**src/rtl/reset_sequencer.sv**
```systemverilog
// Per-domain reset release sequencer: holds every domain in reset while the
// system reset is high, then releases domains one by one in ascending order.
//
//   state         | meaning
//   --------------+------------------------------------------------------
//   ST_ASSERT_ALL | all domain resets asserted, waiting for sys_rst_in low
//   ST_GAP        | settling gap before releasing domain idx
//   ST_WAIT_READY | domain idx released, waiting for its ready or timeout
//   ST_DONE       | every domain released, outputs held
module reset_sequencer #(
    parameter int Domain_Count         = 4,
    parameter int Stage_Gap_Cycles     = 16,
    parameter int Ready_Timeout_Cycles = 4096
) (
    input  logic                    i_clk,
    input  logic                    i_sync_rst,
    input  logic                    i_clk_en,
    input  logic                    i_sys_rst_in,
    input  logic [Domain_Count-1:0] i_domain_ready,
    output logic [Domain_Count-1:0] o_domain_rst,
    output logic                    o_all_released,
    output logic                    o_timeout_fault,
    output logic [((Domain_Count > 2) ? $clog2(Domain_Count) : 1)-1:0] o_fault_domain
);

    localparam int IdxW      = (Domain_Count > 2) ? $clog2(Domain_Count) : 1;
    localparam int MaxCycles = (Stage_Gap_Cycles > Ready_Timeout_Cycles) ?
                               Stage_Gap_Cycles : Ready_Timeout_Cycles;
    localparam int CntW      = $clog2(MaxCycles + 1);

    localparam logic [CntW-1:0] GapLast = CntW'(Stage_Gap_Cycles - 1);
    localparam logic [CntW-1:0] TmoLast = CntW'(Ready_Timeout_Cycles - 1);
    localparam logic [IdxW-1:0] IdxLast = IdxW'(Domain_Count - 1);

    typedef enum logic [1:0] {
        ST_ASSERT_ALL = 2'd0,
        ST_GAP        = 2'd1,
        ST_WAIT_READY = 2'd2,
        ST_DONE       = 2'd3
    } state_t;

    state_t                  r_state;
    logic [IdxW-1:0]         r_idx;
    logic [CntW-1:0]         r_cnt;
    logic [Domain_Count-1:0] r_domain_rst;
    logic                    r_all_released;
    logic                    r_timeout_fault;
    logic [IdxW-1:0]         r_fault_domain;

    state_t                  w_state_nxt;
    logic [IdxW-1:0]         w_idx_nxt;
    logic [CntW-1:0]         w_cnt_nxt;
    logic [Domain_Count-1:0] w_domain_rst_nxt;
    logic                    w_all_released_nxt;
    logic                    w_timeout_fault_nxt;
    logic [IdxW-1:0]         w_fault_domain_nxt;

    logic w_gap_end;
    logic w_ready;
    logic w_tmo;
    logic w_advance;
    logic w_last;

    assign w_gap_end = (r_cnt == GapLast);
    assign w_ready   = i_domain_ready[r_idx];
    assign w_tmo     = (r_cnt == TmoLast);
    assign w_advance = w_ready | w_tmo;
    assign w_last    = (r_idx == IdxLast);

    always_ff @(posedge i_clk) begin
        if (i_sync_rst) begin
            r_state         <= ST_ASSERT_ALL;
            r_idx           <= '0;
            r_cnt           <= '0;
            r_domain_rst    <= '1;
            r_all_released  <= 1'b0;
            r_timeout_fault <= 1'b0;
            r_fault_domain  <= '0;
        end else begin
            r_state         <= w_state_nxt;
            r_idx           <= w_idx_nxt;
            r_cnt           <= w_cnt_nxt;
            r_domain_rst    <= w_domain_rst_nxt;
            r_all_released  <= w_all_released_nxt;
            r_timeout_fault <= w_timeout_fault_nxt;
            r_fault_domain  <= w_fault_domain_nxt;
        end
    end

    // System reset reassertion bypasses clk_en so a stalled sequencer still re-arms.
    always_comb begin
        w_state_nxt = r_state;
        if (i_sys_rst_in) begin
            w_state_nxt = ST_ASSERT_ALL;
        end else if (i_clk_en) begin
            case (r_state)
                ST_ASSERT_ALL: w_state_nxt = ST_GAP;
                ST_GAP:        if (w_gap_end) w_state_nxt = ST_WAIT_READY;
                ST_WAIT_READY: if (w_advance) w_state_nxt = w_last ? ST_DONE : ST_GAP;
                ST_DONE:       w_state_nxt = ST_DONE;
                default:       w_state_nxt = ST_ASSERT_ALL;
            endcase
        end
    end

    always_comb begin
        w_idx_nxt           = r_idx;
        w_cnt_nxt           = r_cnt;
        w_domain_rst_nxt    = r_domain_rst;
        w_all_released_nxt  = r_all_released;
        w_timeout_fault_nxt = r_timeout_fault;
        w_fault_domain_nxt  = r_fault_domain;
        if (i_sys_rst_in) begin
            // Fault registers survive reassertion so software can still read them.
            w_domain_rst_nxt   = '1;
            w_all_released_nxt = 1'b0;
            w_idx_nxt          = '0;
            w_cnt_nxt          = '0;
        end else if (i_clk_en) begin
            case (r_state)
                ST_ASSERT_ALL: begin
                    w_domain_rst_nxt    = '1;
                    w_idx_nxt           = '0;
                    w_cnt_nxt           = '0;
                    w_timeout_fault_nxt = 1'b0;
                    w_fault_domain_nxt  = '0;
                end
                ST_GAP: begin
                    if (w_gap_end) begin
                        w_domain_rst_nxt[r_idx] = 1'b0;
                        w_cnt_nxt               = '0;
                    end else begin
                        w_cnt_nxt = r_cnt + 1'b1;
                    end
                end
                ST_WAIT_READY: begin
                    if (w_advance) begin
                        if (!w_ready && !r_timeout_fault) begin
                            w_timeout_fault_nxt = 1'b1;
                            w_fault_domain_nxt  = r_idx;
                        end
                        if (w_last) begin
                            w_all_released_nxt = 1'b1;
                        end else begin
                            w_idx_nxt = r_idx + 1'b1;
                        end
                        w_cnt_nxt = '0;
                    end else begin
                        w_cnt_nxt = r_cnt + 1'b1;
                    end
                end
                default: begin
                end
            endcase
        end
    end

    assign o_domain_rst    = r_domain_rst;
    assign o_all_released  = r_all_released;
    assign o_timeout_fault = r_timeout_fault;
    assign o_fault_domain  = r_fault_domain;

endmodule

```
**config.mk**
```make
export PLATFORM = sky130hd
export DESIGN_NAME = reset_sequencer
export DESIGN_NICKNAME = d
export VERILOG_FILES = /design/src/rtl/reset_sequencer.sv
export SDC_FILE = /design/constraint.sdc
export NUM_CORES = 1
export LEC_CHECK = 0
export CORE_MARGIN = 5
export CORE_UTILIZATION = 49
export CTS_CLUSTER_DIAMETER = 80
export DETAILED_ROUTE_END_ITERATION = 6
export PLACE_DENSITY = 0.74
export SYNTH_ARGS = -nofsm -noshare
export SYNTH_HDL_FRONTEND = slang
export SYNTH_SLANG_ARGS = --single-unit
```
**constraint.sdc**
```tcl
create_clock -name i_clk -period 2.1 [get_ports i_clk]
set_input_delay 0.42 -clock i_clk [delete_from_list [all_inputs] [get_ports i_clk]]
set_output_delay 0.42 -clock i_clk [all_outputs]
set_load 0.05 [all_outputs]
```
==> results.toml, run 1 <==
[run_status]
outcome = "finished clean"

[pwr]
power.internal_uw = 584
p_seq_share_pct = 61.1
vdd_drop_max_v = 0.000432
total_leakage_power_nw = 0.617
p_comb_share_pct = 9.6
clkPwrFrac_pct = 29.4
sw_frac_of_total_pct = 25.5
powerDensity_nw_per_um2 = 480
p_sw_uw = 200

[clocking]
postCtsSetupBuffers = 0
htreeDepth = 1
path_clk_slew_ns = 0.15
hold_buffers = 0
cts_tree = "yes"
clock_latency_ns = 0.32
cts_buffer_depth = 2
numClockSinks = 25
cts_made_buffers = 3
cts_root_buf = "clkbuf_4"
post_cts_resized = 0

[sta]
hold_viol = 0
worst_slew_pin_slew_ns = 0.516
setup_violations = 0
grt_setup_unrepaired = "false"
fin_crit_ns = 1.96
period_share_pct = 93.1
tns_ns = 0
fmax_mhz = 511
fin_worst_skew_ns = 0.00362
slew_viol_final = 0
slew_headroom_pct = 65.2

[critical_path]
reg2reg_from = "r_state[0]"
slowest_stage = "dfxtp_1"
arrival_ns = 2.19
r2r_cells = 7
cpPeakStageDelay_ns = 0.35
path_max_fanout = 4
reg2reg_to = "r_state[1]"
crit_path_end_kind = "flip-flop"
regToRegSetupSlack_ns = 0.14
crit_required_ns = 2.33
startpoint_type = "flip-flop"
critPathKind = "reg2reg"
cp_cell_sequence = "inv_1 > ha_1 > and2_1 > a22o_1 > a22oi_2 > a31oi_1 > a311oi_1"

[yosys]
avgSynthCellArea_um2 = 8.83
syn-num-nets = 174
synth_ff_type = "dfxtp_1"
synth_area_leaders = "dfxtp_1 37%, ha_1 10%, xor2_1 5.8%"
async_flop_share_pct = 0
synth-edff-count = 0
ys_warn_count = 0
yosysTopAreaCellShare_pct = 36.6
synth_cell_types = 35
syn_inst = 155
synth.largest_area_cell = "dfxtp_1"
ys_ff_latch = 25
ys_seq_area_share_pct = 36.6
syn-cell-area_um2 = 1370

[routing]
vias_per_cell = 5.64
ant_nets = 0
wl_per_cell_um = 14.2
wirelength_um = 2990
vias = 1185
drtIter0Drc = 73
drc = 0
first_pass_iters = 4

[global_routing]
track_usage_pct = 15.4
overflow = 0
grt_pass1_vias = 1181
grt_max_degree = 16
antenna_found_initial = 0
grt_pass1_wl_um = 5060

[floorplanning]
ios = 16
core_um2 = 2710
die_w_um = 62.9
die_h_um = 62.9
start_util_pct = 50.5
die-area_um2 = 3950
rows = 19

[finish]
nNetsFinal = 199
area_delta_synth_final_pct = 19.1
final_cells = 210
fin_area_um2 = 1630
antenna_cells = 0
drive_gt1_share_pct = 10.1
utilization_pct = 60.2

[placed_design]
port_buffers = 15
place.gp.congestion = 0.836
dp_hpwl_um = 2360
placed_cells = 206
dpl_cell_area_um2 = 1600

[hold_path]
worstHoldStart = "o_all_released"
min_path_type = "reg2reg"
whs_path_depth = 2
min_to = "o_all_released"

[job]
maxCapViolCount = 0
-- cell usage in the layout, fill, tap and decap left out, drive strengths merged, types with 2 or more instances in the layout --
cell	n
ha	11
xnor2	2
nand4	4
nor3	3
a21oi	11
mux2i	6
dfxtp	25
a311oi	2
and4	2
xor2	9
clkbuf	3
a22o	2
nor4	2
inv	7
a31oi	2
and3	5
buf	9
clkdlybuf4s50	15
o21ai	3
nor2	19
nor2b	5
nand4b	2
and2	2
nand3	8
nand2	12
-- stage by stage --
stage | hold WS, ns | total power, mW | setup slack, ns
finish | 0.464 | 0.783 | 0.144
global route | 0.506 | 0.818 | 0.0545
CTS | 0.466 | 0.786 | 0.142
detailed placement | 0.446 | 0.562 | -0.00816
global placement | 0.440 | 0.560 | 0.0612
floorplan | 0.472 | 0.533 | 0.189
-- cells by family after synthesis --
| group | count (synthesis) | synth area share [%] |
|---|---|---|
| compound gates | 25 | 13.2 |
| buf+inv | 11 | 3.75 |
| xor+xnor | 11 | 7.04 |
| simple gates | 66 | 25.0 |
| mux | 6 | 4.39 |
| fa+ha+maj | 11 | 10.1 |
| flops | 25 | 36.6 |
-- state kept, by name, indices dropped and copies added, names as in the netlist --
signal and flops:
r_state 2, r_cnt 13, o_timeout_fault 1, o_all_released 1, o_domain_rst 4, o_fault_domain 2
r_idx 2
-- layout make-up --
class	instances	area [µm²]
Fill cell	255	1080
Multi-Input combinational cell	119	817
Sequential cell	25	500
Timing Repair Buffer	24	218
Tap cell	31	38.8
Inverter	7	26.3
Clock buffer	3	22.5
Clock inverter	1	7.51
-- power groups by stage --
stage | sequential, mW | clock [mW] | combinational, mW
after floorplan | 0.492 | 0 | 0.0411
after global placement | 0.488 | 0 | 0.0715
after detailed placement | 0.489 | 0 | 0.0738
after CTS | 0.478 | 0.234 | 0.0743
after global routing | 0.479 | 0.258 | 0.0805
final | 0.478 | 0.230 | 0.0749
-- metal layers --
layer | part of all wire (%) | global-route usage [%] | routed length, µm | vias up
met5 | 0 | 0 | 0 | -
met4 | 0.43 | 3.45 | 13 | 0
met3 | 4.6 | 3.78 | 137 | 2
met2 | 54 | 29.8 | 1600 | 34
met1 | 41 | 16.5 | 1240 | 558
li1 | - | - | - | 591
-- how the worst max path moves through the flow --
stage	start	endpoint	slack [ns]
after floorplan	r_state[0]	r_cnt[8]	0.19
after global placement	i_domain_ready[3]	r_cnt[9]	0.06
after detailed placement	i_domain_ready[1]	r_cnt[5]	-0.008
after CTS	o_timeout_fault	o_timeout_fault	0.14
after global routing	r_state[0]	r_cnt[1]	0.05
final	r_state[0]	r_state[1]	0.14
-- synth_stat cells, types with 2 or more instances --
cell type   n
ha_1       11
nor2b_1     5
a311oi_1    2
nor2_1     19
nand4b_1    2
a22o_1      2
inv_1       7
a21oi_1    11
nand4_1     4
o21ai_0     3
nor3_1      2
nand3_1     8
dfxtp_1    25
and3_1      5
buf_2       2
and2_1      2
xnor2_1     2
nand2_1    12
nor4_1      2
xor2_1      9
mux2i_1     6
-- critical path, delay by kind of cell (launching register included) --
family	cells	cell delay, ns
buffers and inverters	1	0.07
adders and majority gates	1	0.24
and+or+nand+nor	1	0.18
AOI/OAI and AO/OA	4	1.03
DFF	1	0.35
Note: power is estimated with default switching activity, not from simulation.
==> inputs of run 2 (changes only) <==
- CORE_UTILIZATION: 49 -> 50
- DONT_BUFFER_PORTS: default -> 1
- MAX_ROUTING_LAYER: default -> met4
- PLACE_DENSITY: 0.74 -> 0.68
==> results.toml, run 2 (synthesis results as in run 1) <==
[run_status]
outcome = "finished clean"

[pwr]
vdd_drop_max_v = 0.000518
total_leakage_power_nw = 0.547
powerDensity_nw_per_um2 = 520
power_uw = 763

[finish]
antenna_cells = 0
final_cells = 193
nNetsFinal = 182
utilization_pct = 54.6
multi_input_area_um2 = 817
drive_gt1_share_pct = 10.5
area_delta_synth_final_pct = 7.13
largest-register = "r_cnt"
largest_reg_flops = 13
final_cell_mix = "24 x dfxtp_1, 19 x nor2_1, 12 x nand2_1"
final_common_cell = "dfxtp_1"
fillers = 255
register_area_um2 = 502

[clocking]
numClockSinks = 25
cts_root_buf = "clkbuf_4"
htreeDepth = 1
cts_buffer_depth = 2
path_clk_slew_ns = 0.14
hold_buffers = 0
cts_tree = "yes"
clock_latency_ns = 0.33
cts_made_buffers = 3

[sta]
fmax_mhz = 524
period_share_pct = 90.9
hold_viol = 0
worst_slew_pin_slew_ns = 0.546
grt_setup_unrepaired = "false"
setup_violations = 0
fin_crit_ns = 1.91
fin_worst_skew_ns = 0.0103
slew_headroom_pct = 63.6
slew_viol_final = 0
tns_ns = 0

[global_routing]
grt_pass1_vias = 1110
grt_pass1_wl_um = 5010
antenna_found_initial = 0
grt_max_degree = 16
overflow = 0
track_usage_pct = 15.9

[critical_path]
arrival_ns = 2.18
critPathKind = "reg2reg"
crit_path_end_kind = "flip-flop"
path_max_fanout = 6
cpPeakStageDelay_ns = 0.40
startpoint_type = "flip-flop"
crit_required_ns = 2.37
path_common_cell = "and2_1"
cp_cell_sequence = "inv_1 > ha_1 > and2_1 > a22o_1 > and2_1 > nor3_2 > mux2i_1"
slowest_stage = "dfxtp_2"

[floorplanning]
ios = 16
die_w_um = 62.3
start_util_pct = 51.0
die-area_um2 = 3880
die_h_um = 62.3
rows = 19
core_um2 = 2690

[routing]
vias = 1099
ant_nets = 0
wl_per_cell_um = 14.7
drtIter0Drc = 62
vias_per_cell = 5.69
drc = 0
first_pass_iters = 4
wirelength_um = 2840

[placed_design]
place.gp.congestion = 0.787
port_buffers = 0
dp_hpwl_um = 2220
placed_cells = 187

[hold_path]
min_path_type = "in2reg"

[job]
maxCapViolCount = 0
## run 2: cell types whose count changed in the layout (fill, tap and decap cells not counted)
| cell | change |
|---|---|
| buf_4 | -2 |
| dfxtp_1 | -1 |
| clkdlybuf4s50_1 | -15 |
| dfxtp_2 | +1 |
## run 2: critical path, delay by kind of cell (launching register included)
| kind | cells | cell delay [ns] |
|---|---|---|
| muxes | 1 | 0.22 |
| and+or+nand+nor | 3 | 0.66 |
| DFF | 1 | 0.40 |
| adders and majority gates | 1 | 0.23 |
| buffers and inverters | 1 | 0.07 |
| AOI/OAI and AO/OA | 1 | 0.27 |
## run 2: cell type report
type,count,area share [%]
Tap cell,31,2.65
Multi-Input combinational cell,119,55.7
Inverter,7,1.79
Clock buffer,3,1.54
Sequential cell,25,34.2
Timing Repair Buffer,7,3.58
Clock inverter,1,0.512
## run 2: report_power, final
group | leakage (nW) | switching (mW) | internal [mW]
clock network | 0.0139 | 0.156 | 0.0731
registers | 0.202 | 0.00575 | 0.477
logic | 0.331 | 0.0307 | 0.0199
total | 0.547 | 0.193 | 0.570
## run 2: path summary, 6_finish.rpt
kind / startpoint / end / cells after the start / slack, ns
worst max-delay path: r_state[0] / o_fault_domain[1] / 7 / 0.19
worst min-delay path: i_clk_en / r_state[0] / 1 / 0.18
worst max register to register: r_state[0] / o_fault_domain[1] / 7 / 0.19
worst min register to register: r_cnt[12] / r_cnt[12] / 2 / 0.55
## run 2: layer usage
metal	share of wire, %	routed length (µm)	track usage (%)
met5	0	0	-
met1	45	1280	18.4
met2	50	1430	26.3
met4	0.91	26	5.57
met3	3.6	102	4.32
## run 2: repair_timing
action | 4_1_cts | 5_1_grt
setup endpoints to repair | 0 | 13
resized for setup | 0 | 1
setup buffers | 0 | 2
## run 2: stage by stage
step | hold slack, ns | setup slack [ns] | cell area (µm²)
6_report | 0.184 | 0.192 | 1470
5_1_grt | 0.175 | 0.0666 | 1470
4_1_cts | 0.182 | 0.0594 | 1450
3_5_place_dp | 0.510 | 0.0654 | 1420
3_3_place_gp | 0.491 | 0.158 | 1420
2_1_floorplan | 0.472 | 0.189 | 1370
